**config.mk**
```make
export PLATFORM = sky130hd
export DESIGN_NAME = tpm_fifo_regs
export DESIGN_NICKNAME = d
export VERILOG_FILES = /design/src/rtl/tpm_fifo_regs.sv
export SDC_FILE = /design/constraint.sdc
export NUM_CORES = 1
export LEC_CHECK = 0
export ABC_AREA = 1
export BUFFER_PORTS_ARGS = -buffer_cell sky130_fd_sc_hd__buf_2
export CAP_MARGIN = 10
export CORE_MARGIN = 5
export CORE_UTILIZATION = 40
export CTS_CLUSTER_DIAMETER = 40
export CTS_CLUSTER_SIZE = 10
export DETAILED_ROUTE_END_ITERATION = 12
export PLACE_DENSITY_LB_ADDON = 0.2
export SLEW_MARGIN = 5
export SYNTH_ARGS = -nofsm -noshare
export SYNTH_HDL_FRONTEND = slang
export SYNTH_SLANG_ARGS = --single-unit
```
**constraint.sdc**
```tcl
create_clock -name clk_i -period 2.6 [get_ports clk_i]
set_input_delay 0.26 -clock clk_i [delete_from_list [all_inputs] [get_ports clk_i]]
set_output_delay 0.26 -clock clk_i [all_outputs]
set_load 0.005 [all_outputs]
```
**src/rtl/tpm_fifo_regs.sv**
```systemverilog
// tpm_fifo_regs: locality-0 TPM FIFO register file behind the SPI TPM peripheral.
// Define TPM_FIFO_REGS_RID_EN to map TPM_RID at 0x0F04.

module tpm_fifo_regs_fifo #(
  parameter  int DEPTH = 64,
  localparam int AW    = $clog2(DEPTH)
) (
  input  logic          clk,
  input  logic          rst_n,
  input  logic          push,
  input  logic [7:0]    wdata,
  input  logic          pop,
  input  logic          flush,
  output logic [7:0]    head,
  output logic [AW:0]   count
);
  logic [7:0]    mem [DEPTH];
  logic [AW-1:0] wptr, rptr;
  logic          do_push, do_pop;

  assign do_push = push & (count != (AW+1)'(DEPTH));
  assign do_pop  = pop & (count != '0);
  assign head    = mem[rptr];

  always_ff @(posedge clk or negedge rst_n) begin
    if (!rst_n) begin
      wptr  <= '0;
      rptr  <= '0;
      count <= '0;
    end else if (flush) begin
      wptr  <= '0;
      rptr  <= '0;
      count <= '0;
    end else begin
      if (do_push) wptr <= wptr + AW'(1);
      if (do_pop)  rptr <= rptr + AW'(1);
      count <= count + {{AW{1'b0}}, do_push} - {{AW{1'b0}}, do_pop};
    end
  end

  always_ff @(posedge clk) begin
    if (do_push) mem[wptr] <= wdata;
  end
endmodule

module tpm_fifo_regs #(
  parameter int          DEPTH   = 64,
  parameter logic [31:0] DID_VID = 32'h0001_1D50,
  parameter logic [7:0]  RID     = 8'h00
) (
  input  logic        clk_i,
  input  logic        rst_n_i,
  input  logic [15:0] addr_i,
  input  logic [7:0]  wdata_i,
  input  logic        data_wr_i,
  output logic        wr_done_o,
  input  logic        data_req_i,
  output logic [7:0]  rdata_o,
  output logic        data_rd_o,
  output logic [7:0]  cmd_data_o,
  output logic        cmd_valid_o,
  input  logic        cmd_ready_i,
  input  logic [7:0]  resp_data_i,
  input  logic        resp_valid_i,
  output logic        resp_ready_o,
  output logic        go_o
);
  localparam int AW = $clog2(DEPTH);

  typedef enum logic [1:0] {IDLE, LOOKUP, PRESENT, RETIRE} state_t;
  state_t state_q, state_d;

  logic [2:0]  wr_sync, req_sync;
  logic        wr_rise, req_rise, req_fall;
  logic        active, cmd_rdy, pop_pend, rd_pop;
  logic [AW:0] cmd_cnt, resp_cnt;
  logic        cmd_full, cmd_empty, resp_full, resp_empty;
  logic [7:0]  resp_head, rd_byte;
  logic [15:0] burst;
  logic        is_access, is_sts, is_data;
  logic        wr_access, wr_sts, wr_data, flush;

  // Two synchroniser stages, third bit is the edge-detect history
  always_ff @(posedge clk_i or negedge rst_n_i) begin
    if (!rst_n_i) begin
      wr_sync  <= '0;
      req_sync <= '0;
    end else begin
      wr_sync  <= {wr_sync[1:0], data_wr_i};
      req_sync <= {req_sync[1:0], data_req_i};
    end
  end

  assign wr_rise  = wr_sync[1] & ~wr_sync[2];
  assign req_rise = req_sync[1] & ~req_sync[2];
  assign req_fall = ~req_sync[1] & req_sync[2];

  assign is_access = (addr_i == 16'h0000);
  assign is_sts    = (addr_i == 16'h0018);
  assign is_data   = (addr_i[15:2] == 14'h0009);

  assign wr_access = wr_rise & is_access;
  assign wr_sts    = wr_rise & is_sts & active;
  assign wr_data   = wr_rise & is_data & active;
  assign flush     = wr_sts & wdata_i[6];

  always_ff @(posedge clk_i or negedge rst_n_i) begin
    if (!rst_n_i) begin
      active    <= 1'b0;
      cmd_rdy   <= 1'b0;
      go_o      <= 1'b0;
      wr_done_o <= 1'b0;
    end else begin
      go_o <= wr_sts & wdata_i[5] & ~wdata_i[6];
      if (wr_rise)          wr_done_o <= 1'b1;
      else if (!wr_sync[1]) wr_done_o <= 1'b0;
      if (wr_access && wdata_i[5]) begin
        active  <= 1'b0;
        cmd_rdy <= 1'b0;
      end else if (wr_access && wdata_i[1]) begin
        active  <= 1'b1;
      end else if (wr_sts && wdata_i[6]) begin
        cmd_rdy <= 1'b1;
      end else if (wr_sts && wdata_i[5]) begin
        cmd_rdy <= 1'b0;
      end
    end
  end

  tpm_fifo_regs_fifo #(.DEPTH(DEPTH)) u_cmd (
    .clk(clk_i), .rst_n(rst_n_i),
    .push(wr_data), .wdata(wdata_i),
    .pop(cmd_valid_o & cmd_ready_i), .flush(flush),
    .head(cmd_data_o), .count(cmd_cnt)
  );

  tpm_fifo_regs_fifo #(.DEPTH(DEPTH)) u_resp (
    .clk(clk_i), .rst_n(rst_n_i),
    .push(resp_valid_i & resp_ready_o), .wdata(resp_data_i),
    .pop(rd_pop), .flush(flush),
    .head(resp_head), .count(resp_cnt)
  );

  assign cmd_full     = (cmd_cnt == (AW+1)'(DEPTH));
  assign cmd_empty    = (cmd_cnt == '0);
  assign resp_full    = (resp_cnt == (AW+1)'(DEPTH));
  assign resp_empty   = (resp_cnt == '0);
  assign cmd_valid_o  = ~cmd_empty;
  assign resp_ready_o = ~resp_full;
  assign burst        = 16'(DEPTH) - 16'(cmd_cnt);

  always_comb begin
    rd_byte = 8'hFF;
    case (addr_i)
      16'h0000: rd_byte = {1'b1, 1'b0, active, 4'b0000, 1'b1};
      16'h0018: rd_byte = {1'b1, cmd_rdy, 1'b0, ~resp_empty, ~cmd_empty & ~cmd_full, 3'b000};
      16'h0019: rd_byte = burst[7:0];
      16'h001A: rd_byte = burst[15:8];
      16'h0024, 16'h0025,
      16'h0026, 16'h0027: rd_byte = resp_empty ? 8'hFF : resp_head;
      16'h0F00: rd_byte = DID_VID[7:0];
      16'h0F01: rd_byte = DID_VID[15:8];
      16'h0F02: rd_byte = DID_VID[23:16];
      16'h0F03: rd_byte = DID_VID[31:24];
`ifdef TPM_FIFO_REGS_RID_EN
      16'h0F04: rd_byte = RID;
`else
      // Unmapped without the feature; the OR keeps the result at FF
      16'h0F04: rd_byte = 8'hFF | RID;
`endif
      default:  rd_byte = 8'hFF;
    endcase
  end

  always_ff @(posedge clk_i or negedge rst_n_i) begin
    if (!rst_n_i) state_q <= IDLE;
    else          state_q <= state_d;
  end

  always_comb begin
    state_d = state_q;
    case (state_q)
      IDLE:    if (req_rise) state_d = LOOKUP;
      LOOKUP:  state_d = req_fall ? RETIRE : PRESENT;
      PRESENT: if (!req_sync[1]) state_d = RETIRE;
      RETIRE:  state_d = IDLE;
      default: state_d = IDLE;
    endcase
  end

  always_comb begin
    data_rd_o = (state_q == PRESENT);
    rd_pop    = (state_q == RETIRE) & pop_pend;
  end

  // Pop decision is frozen at lookup so the popped byte is the one presented
  always_ff @(posedge clk_i or negedge rst_n_i) begin
    if (!rst_n_i) begin
      rdata_o  <= 8'hFF;
      pop_pend <= 1'b0;
    end else if (state_q == LOOKUP) begin
      rdata_o  <= rd_byte;
      pop_pend <= is_data & active & ~resp_empty;
    end
  end
endmodule

```
* After elaboration in Yosys (flattened, before gate mapping)
Memory sizes are Yosys's and may differ from the RTL's.
Index checks and enable logic that the tools add are counted.
Widths: inputs -> output; s select.
** Cells by class
- $add $sub $neg :: 9
- Eq/ne operators :: 23
- Mux-type cells :: 28
- Bitwise gates (word level) :: 29
- Reductions and logical operators :: 19
** Operators by type and width (number)
- $pmux 8 s9 :: 1
- $eq 16x12->1 const B :: 4
- $eq 16x6->1 const B :: 4
- $eq 16x5->1 const B :: 3
- $mux 6 :: 8
- $add 6x1->6 const B :: 4
- $and 1x1->1 :: 21
- $logic_not 16->1 :: 1
- $add 7x1->7 :: 2
- $eq 14x4->1 const B :: 1
- $eq 7x7->1 const B :: 2
- $logic_not 7->1 :: 2
- $mux 7 :: 2
- $ne 7x7->1 const B :: 2
- $reduce_bool 7->1 :: 2
- $sub 7x1->7 :: 2
- $mux 1 :: 13
- $reduce_bool 2->1 :: 5
- $mux 8 :: 1
- $not 1->1 :: 8
- $pmux 2 s4 :: 1
- $sub 7x7->8 const A :: 1
- $ne 2x2->1 const B :: 3
- $eq 2x2->1 const B :: 2
- other kinds (8) :: 13
** Storage, ports and cells
- Flip-flop bits (word level) :: 59
- Bits in writable memories :: 1024
- Input bits :: 38
- Output and inout port bits :: 21
- Word-level logic and storage cells :: 125
- Memories :: 2
** Memory list
- u_cmd.mem :: words 64, width 8, read ports 1, clocked after Yosys merged registers in 0, wr ports 1, line 17 : logic [7:0] mem [DEPTH];
- u_resp.mem :: words 64, width 8, read ports 1, clocked after Yosys merged registers in 0, wr ports 1, line 17

* Longest topological paths before layout
- Depth after elaboration :: 9
- Depth in mapped cells :: 21
- Gate-level depth less buffers :: 21

* By module
Synthesis repeated with hierarchy kept, for this count alone.
** Unflattened totals
- Cells, all modules :: 4496
- Area total of the unflattened synthesis :: 46977.6 µm²
** Modules (own cells, without submodules)
- tpm_fifo_regs_fifo :: instances 2, cells an instance 2121, area an instance 22651.7 µm², seq. area each 15850.2 µm²
- tpm_fifo_regs :: instances 1, cells an instance 254, area an instance 1674.1 µm², seq. area each 535.5 µm²

* Least setup slack after synthesis
No wires, ideal clock.
- Path type :: flip-flop to flip-flop
- From :: register u_resp.count[2]
- To :: register u_resp.count[6]
- Setup time :: 77 ps
- Data arrival time :: 2799 ps
- Data required time :: 2523 ps
- Path slack :: -276 ps
- Stages on the path, launching flop included :: 22
- Path buffers :: 0
- Clock period less this slack :: 2876 ps
- Path through :: dfrtp_1 > inv_1 > ha_1 > nand2_1 > nor2_1 > nand2_1 > nand3_1 > inv_1 > ha_1 > inv_1 > ha_1 > inv_1 > fa_1 > inv_1 > nand2_1 > a21oi_1 > nor2_1 > nor2_1 > nor2_1 > o21bai_1 > o21ai_0 > a21oi_1
** Between the ends
- Cells in the longest elaborated chain, start to end :: 7
- Elaborated cells on any way between the ends :: 10
- Those cells by class :: add/sub: 2; eq/ne: 2; mux: 1; bitwise: 4; reduce/logical: 1
** Ends and longest elaborated chain
- start: declaration :: line 15 : output logic [AW:0] count
- start signal: assignment :: line 37 : count <= count + {{AW{1'b0}}, do_push} - {{AW{1'b0}}, do_pop};
- $eq 7x7->1 :: line 146 : assign resp_full = (resp_cnt == (AW+1)'(DEPTH));
- $not 1->1 :: line 149 : assign resp_ready_o = ~resp_full;
- $and 1x1->1 :: line 139 : .push(resp_valid_i & resp_ready_o), .wdata(resp_data_i),
- $and 1x1->1 :: line 21 : assign do_push = push & (count != (AW+1)'(DEPTH));
- $add 7x1->7 :: line 37
- $sub 7x1->7 (*) :: line 37
- $mux 7 (*) :: line 30 : end else if (flush) begin
Every way passes the cells marked *; elsewhere a longest branch is shown, timed or not.
A chain may end at the register's enable or synchronous reset.

* Final worst setup path
- From :: register u_cmd.rptr[0]
- To :: output port cmd_data_o[6]
** Between the ends
- Cells in the longest elaborated chain, start to end :: 1
** Ends and longest elaborated chain
- start: declaration :: line 18 : logic [AW-1:0] wptr, rptr;
- start signal: assignment :: line 36 : if (do_pop) rptr <= rptr + AW'(1);
- $mem_v2 64x8
- end: declaration :: line 60 : output logic [7:0] cmd_data_o,
Every way passes these cells.

==> flow_summary_export.csv <==
group,metric,value,unit
status,run_status,"finished with violations",
status,violations,"negative setup slack",
sta,rsz0062_at_grt,"true",
synthesis,synthFlopType,"edfxtp_1",
floorplan,io_pins,59,
detailed_routing,met2_length,55000,um
sta,setup_viol,9,
synthesis,synth_edf_count,1024,
worst_setup_path,crit_required,2.34,ns
synthesis,synthMuxAreaShare,0,
global_routing,grt_pass1_vias,29600,
global_routing,grt_antenna_before_repair,0,
floorplan,row_count,123,
detailed_routing,drc_errors,0,
clocking,cts_tree,"yes",
sta,layout_worst_path_cycle_share,1.22,
clocking,clockRootBuffer,"clkbuf_16",
floorplan,coreArea,112000,um2
synthesis,synth_area,45200,um2
global_routing,grt_max_degree,89,
synthesis,yosysWarnings,0,
detailed_routing,wl_met1,57700,um
floorplan,die_x,346,um
synthesis,yosysSeqAreaShare,0.713,
worst_setup_path,crit_chain,"buf_4, bufbuf_16, o21ai_0, o221ai_1, nand3_1, nand4_1, nand3_1, nand2_1, buf_2",
synthesis,yosys.area.top_type,"edfxtp_1",
global_routing,globalRouteOverflowTotal,0,
synthesis,synthXorXnorAreaFrac,0.00136,
cells_and_area,area_growth,21.5,%
clocking,cts_buffer_depth,3,
clocking,clk_pin_slew,0.05,ns
floorplan,dieArea,120000,um2
cells_and_area,fill_cells,10100,
sta,finalClockSkew,0.0289,ns
synthesis,synthTopCellsByArea,"edfxtp_1 (68%), nand2_1 (6.5%), nor2_1 (5.1%)",
clocking,cts_max_level,4,
job,maxCapViolCount,0,
detailed_routing,vias,30900,
clocking,clkLatencyLatePin,0.76,ns
cells_and_area,fin_nets,4339,
sta,timing.final.ws_setup,-0.561,ns
detailed_routing,avgViaCountPerCell,5.25,
sta,finalCriticalPeriod,3.16,ns
worst_setup_path,cp_slowest_cell,"dfrtp_4",
place,place_hpwl,76400,um
worst_setup_path,critPathArrivalTime,2.90,ns
min_path,worst_hold_path_type,"in2reg",
sta,tns,-4.12,ns
worst_setup_path,slowest_delay,0.53,ns
synthesis,ys_async_sr_fraction,0.0545,
synthesis,syn_inst,3934,
clocking,cts.sinks,1083,
synthesis,synthAdderAreaFrac,0.00947,
floorplan,initial_core_util,0.402,
sta,max_slew_margin,0.381,
floorplan,die-height,346,um
worst_setup_path,crit_top_cell,"nand3_1",
place,globalplace.congestion,0.860,
detailed_routing,first_iter_violations,2998,
synthesis,ys_ff_latch,1083,
place,portBuffers,58,
place,dp.cells,5591,
synthesis,synth-simple-area-share,0.168,
sta,fmax,0.316,GHz
worst_setup_path,critPathLaunchType,"flip-flop",
detailed_routing,wl_met3,8950,um
synthesis,syn_avg_cell_area,11.5,um2
cells_and_area,drive_above_1_share,0.165,
pwr,power_leakage,20.2,nW
worst_setup_path,end_kind,"output port",
cells_and_area,final_cells,5884,
clocking,numCtsBuffers,154,
worst_setup_path,cp_max_fo,22,
detailed_routing,wl,124000,um
sta,worst_pin_slew,0.925,ns
global_routing,grtUsageTotal,0.202,
detailed_routing,wl_per_cell,21.1,um
synthesis,synth-compound-area-share,0.0681,
synthesis,ys_types,42,
sta,hold_viol,0,
detailed_routing,dr.max_layer_used,"met4",
pwr,powerDensity,1040,nW/um2
pwr,ir_drop,0.000616,V
synthesis,synth_top_family_by_area,"simple AND/OR/NAND/NOR gates",
synthesis,synth_nets,4005,
sta,maxSlewViolCount,0,
global_routing,grt_pass1_wl,186000,um
pwr,p_total,57.3,mW
detailed_routing,antenna_left,0,
worst_setup_path,crit_type,"reg2out",
synthesis,yosysTopAreaCellShare,0.680,
detailed_routing,firstDrtPassIters,5,
cells in the final DEF, fill, tap and decap left out, types with 48 or more instances in the layout:
master | netlist | layout
edfxtp_1 | 1024 | 1024
nand2_1 | 788 | 781
nor2_1 | 616 | 599
nand3_1 | 348 | 338
o21ai_0 | 320 | 316
buf_4 | 18 | 274
inv_1 | 211 | 191
clkbuf_16 | 0 | 158
o22ai_1 | 76 | 74
a21oi_1 | 75 | 73
buf_2 | 82 | 57
o221ai_1 | 55 | 48
layout make-up:
cell class | instances | area (um2) | area share
clock buffer | 185 | 4090 | 0.0744
clock inverter | 85 | 926 | 0.0169
inverter | 223 | 868 | 0.0158
timing repair buffer | 389 | 3440 | 0.0627
multi-input combinational | 2417 | 11500 | 0.209
antenna | 2 | 5.00 | 0.0000911
tap | 1500 | 1880 | 0.0342
sequential | 1083 | 32300 | 0.587
flip-flops by register name, indices dropped and copies added (netlist names), 2 cells and up:
signal	flops
u_cmd.wptr	6
rdata_o	8
state_q	2
u_resp.rptr	6
u_cmd.count	7
u_resp.mem	512
u_resp.count	7
u_resp.wptr	6
u_cmd.mem	512
u_cmd.rptr	6
wr_sync	3
req_sync	3
worst paths after layout:
path / from / depth (start not counted) / slack (ns) / endpoint
min in group asynchronous: rst_n_i / 3 / 0.55 / u_cmd.count[2]$_DFF_PN0_
hold reg to reg: req_sync[0]$_DFF_PN0_ / 0 / 0.36 / req_sync[1]$_DFF_PN0_
max in group asynchronous: rst_n_i / 4 / 1.05 / u_cmd.count[4]$_DFF_PN0_
hold / removal: wdata_i[2] / 2 / 0.03 / u_cmd.mem[19][2]$_DFFE_PP_
setup / recovery: u_cmd.rptr[0]$_DFFE_PN0P_ / 9 / -0.56 / cmd_data_o[6]
setup reg to reg: u_resp.count[3]$_DFF_PN0_ / 21 / -0.05 / u_resp.count[6]$_DFF_PN0_
worst max-delay path, delay by kind of cell, from the launching register on:
kind	cells	cell delay, ns
AOI/OAI and AO/OA	2	0.34
DFF	1	0.53
buffers and inverters	3	0.60
and+or+nand+nor	4	0.67
through the flow:
| stage | area [um2] | worst slack (ns) | hold slack [ns] | utilization |
|---|---|---|---|---|
| floorplan | 45300 | -0.0856 | -0.0356 | - |
| global placement | 49400 | -0.179 | 0.246 | 0.440 |
| detailed placement | 49400 | -0.202 | 0.247 | 0.440 |
| CTS | 54700 | -0.574 | 0.00134 | 0.487 |
| global route | 54900 | -0.669 | 0.0201 | 0.489 |
| finish | 54900 | -0.561 | 0.0286 | 0.489 |
cell families (layout without fill, tap and decap cells):
| logic type | Yosys count | count (layout) |
|---|---|---|
| xor+xnor | 7 | 7 |
| compound gates | 545 | 545 |
| simple gates | 1832 | 1832 |
| flops | 1083 | 1083 |
| fa+ha+maj | 33 | 33 |
| buf+inv | 434 | 882 |
| other cells | 0 | 2 |
cells in the mapped netlist, drive strengths merged (2+ instances only):
| cell | count |
|---|---|
| o21bai | 3 |
| nor3 | 20 |
| clkinv | 5 |
| o21ai | 320 |
| edfxtp | 1024 |
| o22ai | 76 |
| nor4 | 2 |
| fa | 2 |
| inv | 218 |
| nand2 | 789 |
| clkbuf | 98 |
| buf | 113 |
| xor2 | 6 |
| nor3b | 2 |
| o211ai | 10 |
| ha | 31 |
| dfstp | 8 |
| nand4 | 36 |
| o221ai | 55 |
| nor2 | 624 |
| a21oi | 75 |
| or2 | 2 |
| dfrtp | 51 |
| nand3 | 356 |
routing by layer:
layer,up-vias,GRT usage
met5,-,0
met4,0,0.0551
met1,15200,0.305
met3,159,0.0428
li1,14500,-
met2,1055,0.299
power by group:
group | total (mW) | switching, mW | internal (mW)
clock | 20.3 | 7.69 | 12.6
combinational | 17.0 | 11.3 | 5.76
sequential | 20.0 | 0.371 | 19.6
timing repair:
action / CTS / global route
gates resized for setup: 29 / 46
setup buffers: 6 / 5
endpoints found under the setup margin: 43 / 169
endpoints found under the hold margin: 71 / 0
gates cloned: 2 / 0
pin swaps: 14 / 21
hold buffers: 8 / 0
Power figures use the tool's default switching activity.
